[src/rtl/ifetch_line_responder.sv]
// Instruction-line fetch responder: takes one line request, reads BEATS words from DDR, hands the line to the ibuffer.
// Latency: minimum BEATS+2 cycles request-to-done with zero-wait DDR; done pulses one cycle after the last beat.
// Backpressure: pc_index_ready is high only in IDLE (one line in flight); DDR command held until ddr_arready; read beats cannot be stalled.
//
// Ports:
//   clock, reset                 rising-edge clock, synchronous active-high reset
//   pc_index_valid/_ready, pc_index   fetch request handshake and start word index
//   cancel_pc_fetch              level; discards the in-flight line (DDR burst still drained)
//   pc_operation_done, ifu_line_valid, ifu_line   delivery pulse and line data
//   ddr_ar*, ddr_r*              DDR read command and read beat channel
//   fetch_timeout                watchdog pulse; only active when IFETCH_TIMEOUT_EN is defined
// Optional feature macro: IFETCH_TIMEOUT_EN (watchdog of TIMEOUT_CYC cycles over REQ/DATA).

module ifetch_line_responder #(
    parameter int INDEX_W     = 19,
    parameter int DDR_DW      = 64,
    parameter int BEATS       = 8,
    parameter int TIMEOUT_CYC = 1024
) (
    input  logic                        clock,
    input  logic                        reset,
    input  logic                        pc_index_valid,
    input  logic [INDEX_W-1:0]          pc_index,
    output logic                        pc_index_ready,
    input  logic                        cancel_pc_fetch,
    output logic                        pc_operation_done,
    output logic                        ifu_line_valid,
    output logic [BEATS*DDR_DW-1:0]     ifu_line,
    output logic                        ddr_arvalid,
    output logic [INDEX_W-1:0]          ddr_araddr,
    output logic [$clog2(BEATS):0]      ddr_arlen,
    input  logic                        ddr_arready,
    input  logic                        ddr_rvalid,
    input  logic [DDR_DW-1:0]           ddr_rdata,
    output logic                        fetch_timeout
);

    localparam int CW = $clog2(BEATS);

    localparam logic [1:0] ST_IDLE = 2'd0;
    localparam logic [1:0] ST_REQ  = 2'd1;
    localparam logic [1:0] ST_DATA = 2'd2;
    localparam logic [1:0] ST_RESP = 2'd3;

    logic [1:0]              state;
    logic [INDEX_W-1:0]      index_q;
    logic [CW-1:0]           beat_cnt;
    logic                    cancel_flag;
    logic [BEATS*DDR_DW-1:0] line_q;
    logic                    last_beat;
    logic                    timeout_hit;

    assign pc_index_ready    = (state == ST_IDLE);
    assign ddr_arvalid       = (state == ST_REQ);
    assign ddr_araddr        = index_q;
    assign ddr_arlen         = (CW+1)'(BEATS);
    assign pc_operation_done = (state == ST_RESP);
    assign ifu_line_valid    = (state == ST_RESP);
    assign ifu_line          = line_q;
    assign last_beat         = ddr_rvalid && (beat_cnt == CW'(BEATS-1));

`ifdef IFETCH_TIMEOUT_EN
    localparam int WDW = (TIMEOUT_CYC > 1) ? $clog2(TIMEOUT_CYC) : 1;

    logic [WDW-1:0] wd_cnt;

    // Counter is held at zero outside REQ/DATA, so it restarts on every entry to REQ.
    always_ff @(posedge clock) begin
        if (reset || !((state == ST_REQ) || (state == ST_DATA))) begin
            wd_cnt <= '0;
        end else begin
            wd_cnt <= wd_cnt + 1'b1;
        end
    end

    assign timeout_hit   = ((state == ST_REQ) || (state == ST_DATA)) && (wd_cnt == WDW'(TIMEOUT_CYC-1));
    assign fetch_timeout = timeout_hit;
`else
    // Watchdog limit has no meaning without the watchdog; the empty block only references it.
    if (TIMEOUT_CYC < 1) begin : g_timeout_cfg_unused
    end

    assign timeout_hit   = 1'b0;
    assign fetch_timeout = 1'b0;
`endif

    always_ff @(posedge clock) begin
        if (reset) begin
            state       <= ST_IDLE;
            index_q     <= '0;
            beat_cnt    <= '0;
            cancel_flag <= 1'b0;
            line_q      <= '0;
        end else begin
            case (state)
                ST_IDLE: begin
                    cancel_flag <= 1'b0;
                    if (pc_index_valid) begin
                        index_q <= pc_index;
                        state   <= ST_REQ;
                    end
                end
                ST_REQ: begin
                    if (cancel_pc_fetch) cancel_flag <= 1'b1;
                    if (ddr_arready) state <= ST_DATA;
                end
                ST_DATA: begin
                    if (cancel_pc_fetch) cancel_flag <= 1'b1;
                    if (ddr_rvalid) begin
                        for (int k = 0; k < BEATS; k++) begin
                            if (beat_cnt == CW'(k)) line_q[k*DDR_DW +: DDR_DW] <= ddr_rdata;
                        end
                    end
                    if (last_beat) begin
                        beat_cnt    <= '0;
                        cancel_flag <= 1'b0;
                        // A cancel seen on the final beat itself still suppresses delivery.
                        state       <= (cancel_flag || cancel_pc_fetch) ? ST_IDLE : ST_RESP;
                    end else if (ddr_rvalid) begin
                        beat_cnt <= beat_cnt + 1'b1;
                    end
                end
                default: begin
                    state <= ST_IDLE;
                end
            endcase

            // Watchdog expiry overrides whatever REQ/DATA decided this cycle.
            if (timeout_hit) begin
                state       <= ST_IDLE;
                beat_cnt    <= '0;
                cancel_flag <= 1'b0;
            end
        end
    end

endmodule

[config.mk]
export PLATFORM = sky130hd
export DESIGN_NAME = ifetch_line_responder
export DESIGN_NICKNAME = d
export VERILOG_FILES = /design/src/rtl/ifetch_line_responder.sv
export SDC_FILE = /design/constraint.sdc
export NUM_CORES = 1
export LEC_CHECK = 0
export ABC_AREA = 1
export BUFFER_PORTS_ARGS = -buffer_cell sky130_fd_sc_hd__buf_4
export CAP_MARGIN = 15
export CORE_AREA = 2 2 244 246
export DETAILED_ROUTE_END_ITERATION = 10
export DIE_AREA = 0 0 246 248
export PLACE_DENSITY_LB_ADDON = 0.3
export SYNTH_ARGS = -nofsm -noshare
export SYNTH_HDL_FRONTEND = slang
export SYNTH_SLANG_ARGS = --single-unit
[constraint.sdc]
create_clock -name clock -period 3.73 [get_ports clock]
set_input_delay 0.1865 -clock clock [delete_from_list [all_inputs] [get_ports clock]]
set_output_delay 0.1865 -clock clock [all_outputs]
set_load 0.02 [all_outputs]
Word level (Yosys, flattened, before mapping)
Cells that the tools add are included. Widths: inputs -> output; s select.

Word-level logic and storage cells: 53. Bits in registers: 537. Output and inout bits: 540.

Add/subtract/negate cells: 1. Mux-type cells: 10. Reduce and logical (&&, ||, !) cells: 17. Equal/unequal tests: 13.

Operators by type and width (number): $reduce_and 3->1 (9); $eq 3x3->1 const B (4); $mux 2 (4); $eq 3x2->1 const B (2); $mux 3 (2); $pmux 2 s3 (1); $eq 2x2->1 const B (2); $ne 2x2->1 const B (2); $reduce_and 2->1 (2); $add 3x1->3 const B (1); $eq 3x1->1 const B (1); $logic_not 3->1 (1); $pmux 1 s3 (1); $reduce_bool 3->1 (1); $eq 2x1->1 const B (1); $logic_not 2->1 (1); $mux 1 (2); $ne 2x1->1 const B (1); $reduce_bool 2->1 (1); $logic_and 1x1->1 (1); $logic_or 1x1->1 (1).

Depth between registers and ports, before layout
Depth after elaboration: 4. Gate-level depth with buffers: 9.

Worst setup path before layout
OpenSTA, ideal clock, no wires.

Kind: register to register. From: register state[0]. To: register index_q[17], in the netlist ddr_araddr[17]. Cell stages (with the launch flop): 8. Period minus slack after synthesis: 1.577 ns. Required time: 3.665 ns. Slack: 2.153 ns. Library setup time: 0.065 ns. Data arrival time: 1.513 ns. Path buffers: 2. Cell sequence: dfxtp_1 > inv_1 > ha_1 > nand2_1 > clkbuf_1 > clkbuf_1 > o21ai_0 > nor2_1.

Cells in the longest elaborated chain, start to end: 2.

RTL lines: start: declaration (RTL line 45) `logic [1:0] state;`; start signal: assignment (RTL line 118) `state <= (cancel_flag || cancel_pc_fetch) ? ST_IDLE : ST_RESP;`; $logic_not 2->1; net pc_index_ready (RTL line 24) `output logic pc_index_ready,`; $reduce_and 2->1 (no source line); end signal: assignment (RTL line 99) `index_q <= pc_index;`; end: declaration (RTL line 46) `logic [INDEX_W-1:0] index_q;`.

The timed path passes the listed nets, and every way through them passes these cells. A chain may end at the register's enable or synchronous reset.

Worst setup path after layout
From: register state[0]. To: register line_q[469], in the netlist ifu_line[469].

Cells in the longest elaborated chain, start to end: 2.

RTL lines: $eq 2x2->1 (RTL line 95) `case (state)`; $reduce_and 3->1 (no source line); end signal: indexed assignment (RTL line 111) `if (beat_cnt == CW'(k)) line_q[k*DDR_DW +: DDR_DW] <= ddr_rdata;`; end: declaration (RTL line 49) `logic [BEATS*DDR_DW-1:0] line_q;`.

No other way between the ends.

==> results.sh <==
export IMPL_status="finished clean"
export IMPL_ys_types=22
export IMPL_timing_rr_start="state[0]"
export IMPL_grt_pass1_wl_um=109000
export IMPL_rrSetupSlack_ns=1.26
export IMPL_overflow=0
export IMPL_end_kind="register"
export IMPL_clockRootBuffer="clkbuf_16"
export IMPL_worst_hold_path_endpoint="state[1]"
export IMPL_worst_hold_startpoint="cancel_pc_fetch"
export IMPL_p_per_area_nw_per_um2=519
export IMPL_vias=18300
export IMPL_layout_nets=3111
export IMPL_clock_skew_final_ns=0.0283
export IMPL_irDropWorstVdd_mv=0.340
export IMPL_slew_headroom_pct=35.3
export IMPL_fp_dieH_um=248
export IMPL_dr_first_iter_drc_count=1132
export IMPL_finalMaxSlewViolations=0
export IMPL_multi_input_area_um2=7230
export IMPL_cts_resized_gates=0
export IMPL_cts_sink_count=537
export IMPL_antenna_found_initial=2
export IMPL_fmax_mhz=404
export IMPL_grt_pass1_vias=17000
export IMPL_die_w_um=246
export IMPL_fin_cells=3828
export IMPL_final_seq_area_um2=10800
export IMPL_start_kind="register"
export IMPL_ys_seq_elements=537
export IMPL_grt_use_total_pct=23.3
export IMPL_io_buffers=623
export IMPL_gp_congestion=0.804
export IMPL_pin_count=629
export IMPL_p_leak_uw=0.0110
export IMPL_clock_latency_ns=0.60
export IMPL_initial_core_util_pct=33.1
export IMPL_drc=0
export IMPL_r2r_cells=8
export IMPL_ctsLongestPathBuffers=3
export IMPL_path_delay_family="buffers and inverters"
export IMPL_reg2reg_to="ifu_line[469]"
export IMPL_maxCapViolCount=0
export IMPL_crit_buf_inv=3
export IMPL_worst_slack_ns=1.26
export IMPL_syn_area_um2=19300
export IMPL_rsz0062_at_grt="false"
export IMPL_wire_per_inst_um=19.5
export IMPL_wl_um=74800
export IMPL_rows=89
export IMPL_post_route_util_pct=45.9
export IMPL_netlist_instances=2398
export IMPL_area_delta_synth_final_pct=38.7
export IMPL_layout_common_cells="nor2_1 (812), buf_4 (646), dfxtp_1 (537)"
export IMPL_h_tree_depth=2
export IMPL_core_area_um2=58500
export IMPL_drive_gt1_share_pct=24.9
export IMPL_hpwl_um=47800
export IMPL_worstPathCellList="inv_1 -> ha_1 -> nand2_4 -> inv_4 -> nand2_2 -> buf_4 -> nand2_1 -> a21oi_1"
export IMPL_grt_max_degree=174
export IMPL_setup_viol=0
export IMPL_ys_warn_count=0
export IMPL_cts_buffers=56
export IMPL_clkSlewWorstSetupHoldPaths_ns=0.06
export IMPL_slowest_stage="nand2_2"
export IMPL_cts_tree="done"
export IMPL_cp_max_fo=41
export IMPL_ys_seq_area_share_pct=55.6
export IMPL_whs_path_depth=6
export IMPL_die_area_um2=61000
export IMPL_fill_cells=5887
export IMPL_final_common_cell="nor2_1"
export IMPL_worst_slew_pin_slew_ns=0.971
export IMPL_max_stage_delay_ns=0.46
export IMPL_hold_path_class="input pin to register"
export IMPL_drtPass1Iterations=5
export IMPL_finalHoldViolations=0
export IMPL_antenna_left=0
export IMPL_min_period_over_period_pct=66.3
export IMPL_via_per_inst=4.77
export IMPL_cp_required_ns=4.16
export IMPL_path_class="register to register"
export IMPL_min_period_ns=2.47
export IMPL_avgSynthCellArea_um2=8.07
export IMPL_dp_cells=3641
export IMPL_critPathArrivalTime_ns=2.90
export IMPL_place_ws_ns=1.22
export IMPL_fin_setup_tns_ns=0
## per-stage QoR
| stage | total power (µW) | hold slack [ns] | cell area (µm²) |
|---|---|---|---|
| 6_report | 13900 | 0.0529 | 26800 |
| 5_1_grt | 14500 | 0.0947 | 26800 |
| 4_1_cts | 14000 | 0.0152 | 26800 |
| 3_5_place_dp | 8130 | 0.438 | 24100 |
| 3_3_place_gp | 8120 | 0.424 | 24100 |
| 2_1_floorplan | 7360 | 0.332 | 19400 |
## power breakdown
group          internal [µW]  total, µW  switching [µW]
combinational            697       1980            1280
clock                   3510       5860            2340
sequential              5970       6100             133
## how the worst max path moves through the flow
stage	from	slack [ns]	cells after the start	endpoint
after floorplan	state[0]	2.15	7	ddr_araddr[17]
after global placement	state[0]	1.27	8	ifu_line[509]
after detailed placement	state[0]	1.22	8	ifu_line[467]
after CTS	state[0]	1.21	8	ifu_line[469]
after global routing	state[0]	1.02	8	ifu_line[510]
final	state[0]	1.26	8	ifu_line[469]
## layout make-up
class	instances	share of cell area, %
well taps	773	3.60
inverters	24	0.373
repair buffers	739	21.8
flip-flops and latches	537	40.1
clock buffers	89	6.32
multi-input cells	1653	26.9
clock inverters	12	0.853
diodes	1	0.00933
## worst register-to-register path, delay by kind of cell (launching register included)
| kind | cells | cell delay (ns) |
|---|---|---|
| DFF | 1 | 0.36 |
| and+or+nand+nor | 3 | 0.74 |
| buffers and inverters | 3 | 0.90 |
| AOI/OAI and AO/OA | 1 | 0.06 |
| adders and majority gates | 1 | 0.27 |
## state kept, by name (all words and copies together) (netlist names)
signal       flops
ifu_line       512
ddr_araddr      19
beat_cnt         3
state            2
cancel_flag      1
## what timing repair did
item | CTS | global route
hold buffers | 85 | 0
setup buffers | 0 | 0
endpoints found under the hold margin | 525 | 0
## routing by layer
layer / share of wire, % / track usage (%) / vias to the layer above / wire length (µm)
met5: 0 / 0 / - / 0
met4: 4.0 / 9.82 / 0 / 3020
met3: 7.6 / 5.47 / 161 / 5690
met2: 47 / 39.1 / 678 / 35400
met1: 41 / 28.6 / 8440 / 30600
li1: - / - / 8981 / -
## synthesized netlist by cell type
cell / count / area share (%)
nand2_2: 7 / 0.23
inv_1: 15 / 0.29
a211oi_1: 2 / 0.078
inv_2: 8 / 0.16
a21oi_1: 133 / 3.4
dfxtp_1: 537 / 56
ha_1: 11 / 0.71
buf_2: 21 / 0.54
nand3_1: 130 / 3.4
clkbuf_1: 70 / 1.4
nand2_1: 144 / 2.8
o21ai_0: 283 / 7.3
o21ai_1: 121 / 3.1
nor2_1: 812 / 16
clkbuf_2: 4 / 0.10
nor2_4: 3 / 0.17
buf_4: 26 / 1.0
buf_6: 66 / 3.8
nand2_4: 1 / 0.058
nor3_1: 1 / 0.026
clkinv_1: 1 / 0.019
conb_1: 2 / 0.039
## kinds of logic after synthesis
| logic type | synth area share [%] |
|---|---|
| compound gates | 14.0 |
| fa+ha+maj | 0.711 |
| buf+inv | 7.32 |
| flops | 55.6 |
| other cells | 0.0388 |
| simple gates | 22.4 |
Power figures use the tool's default switching activity.
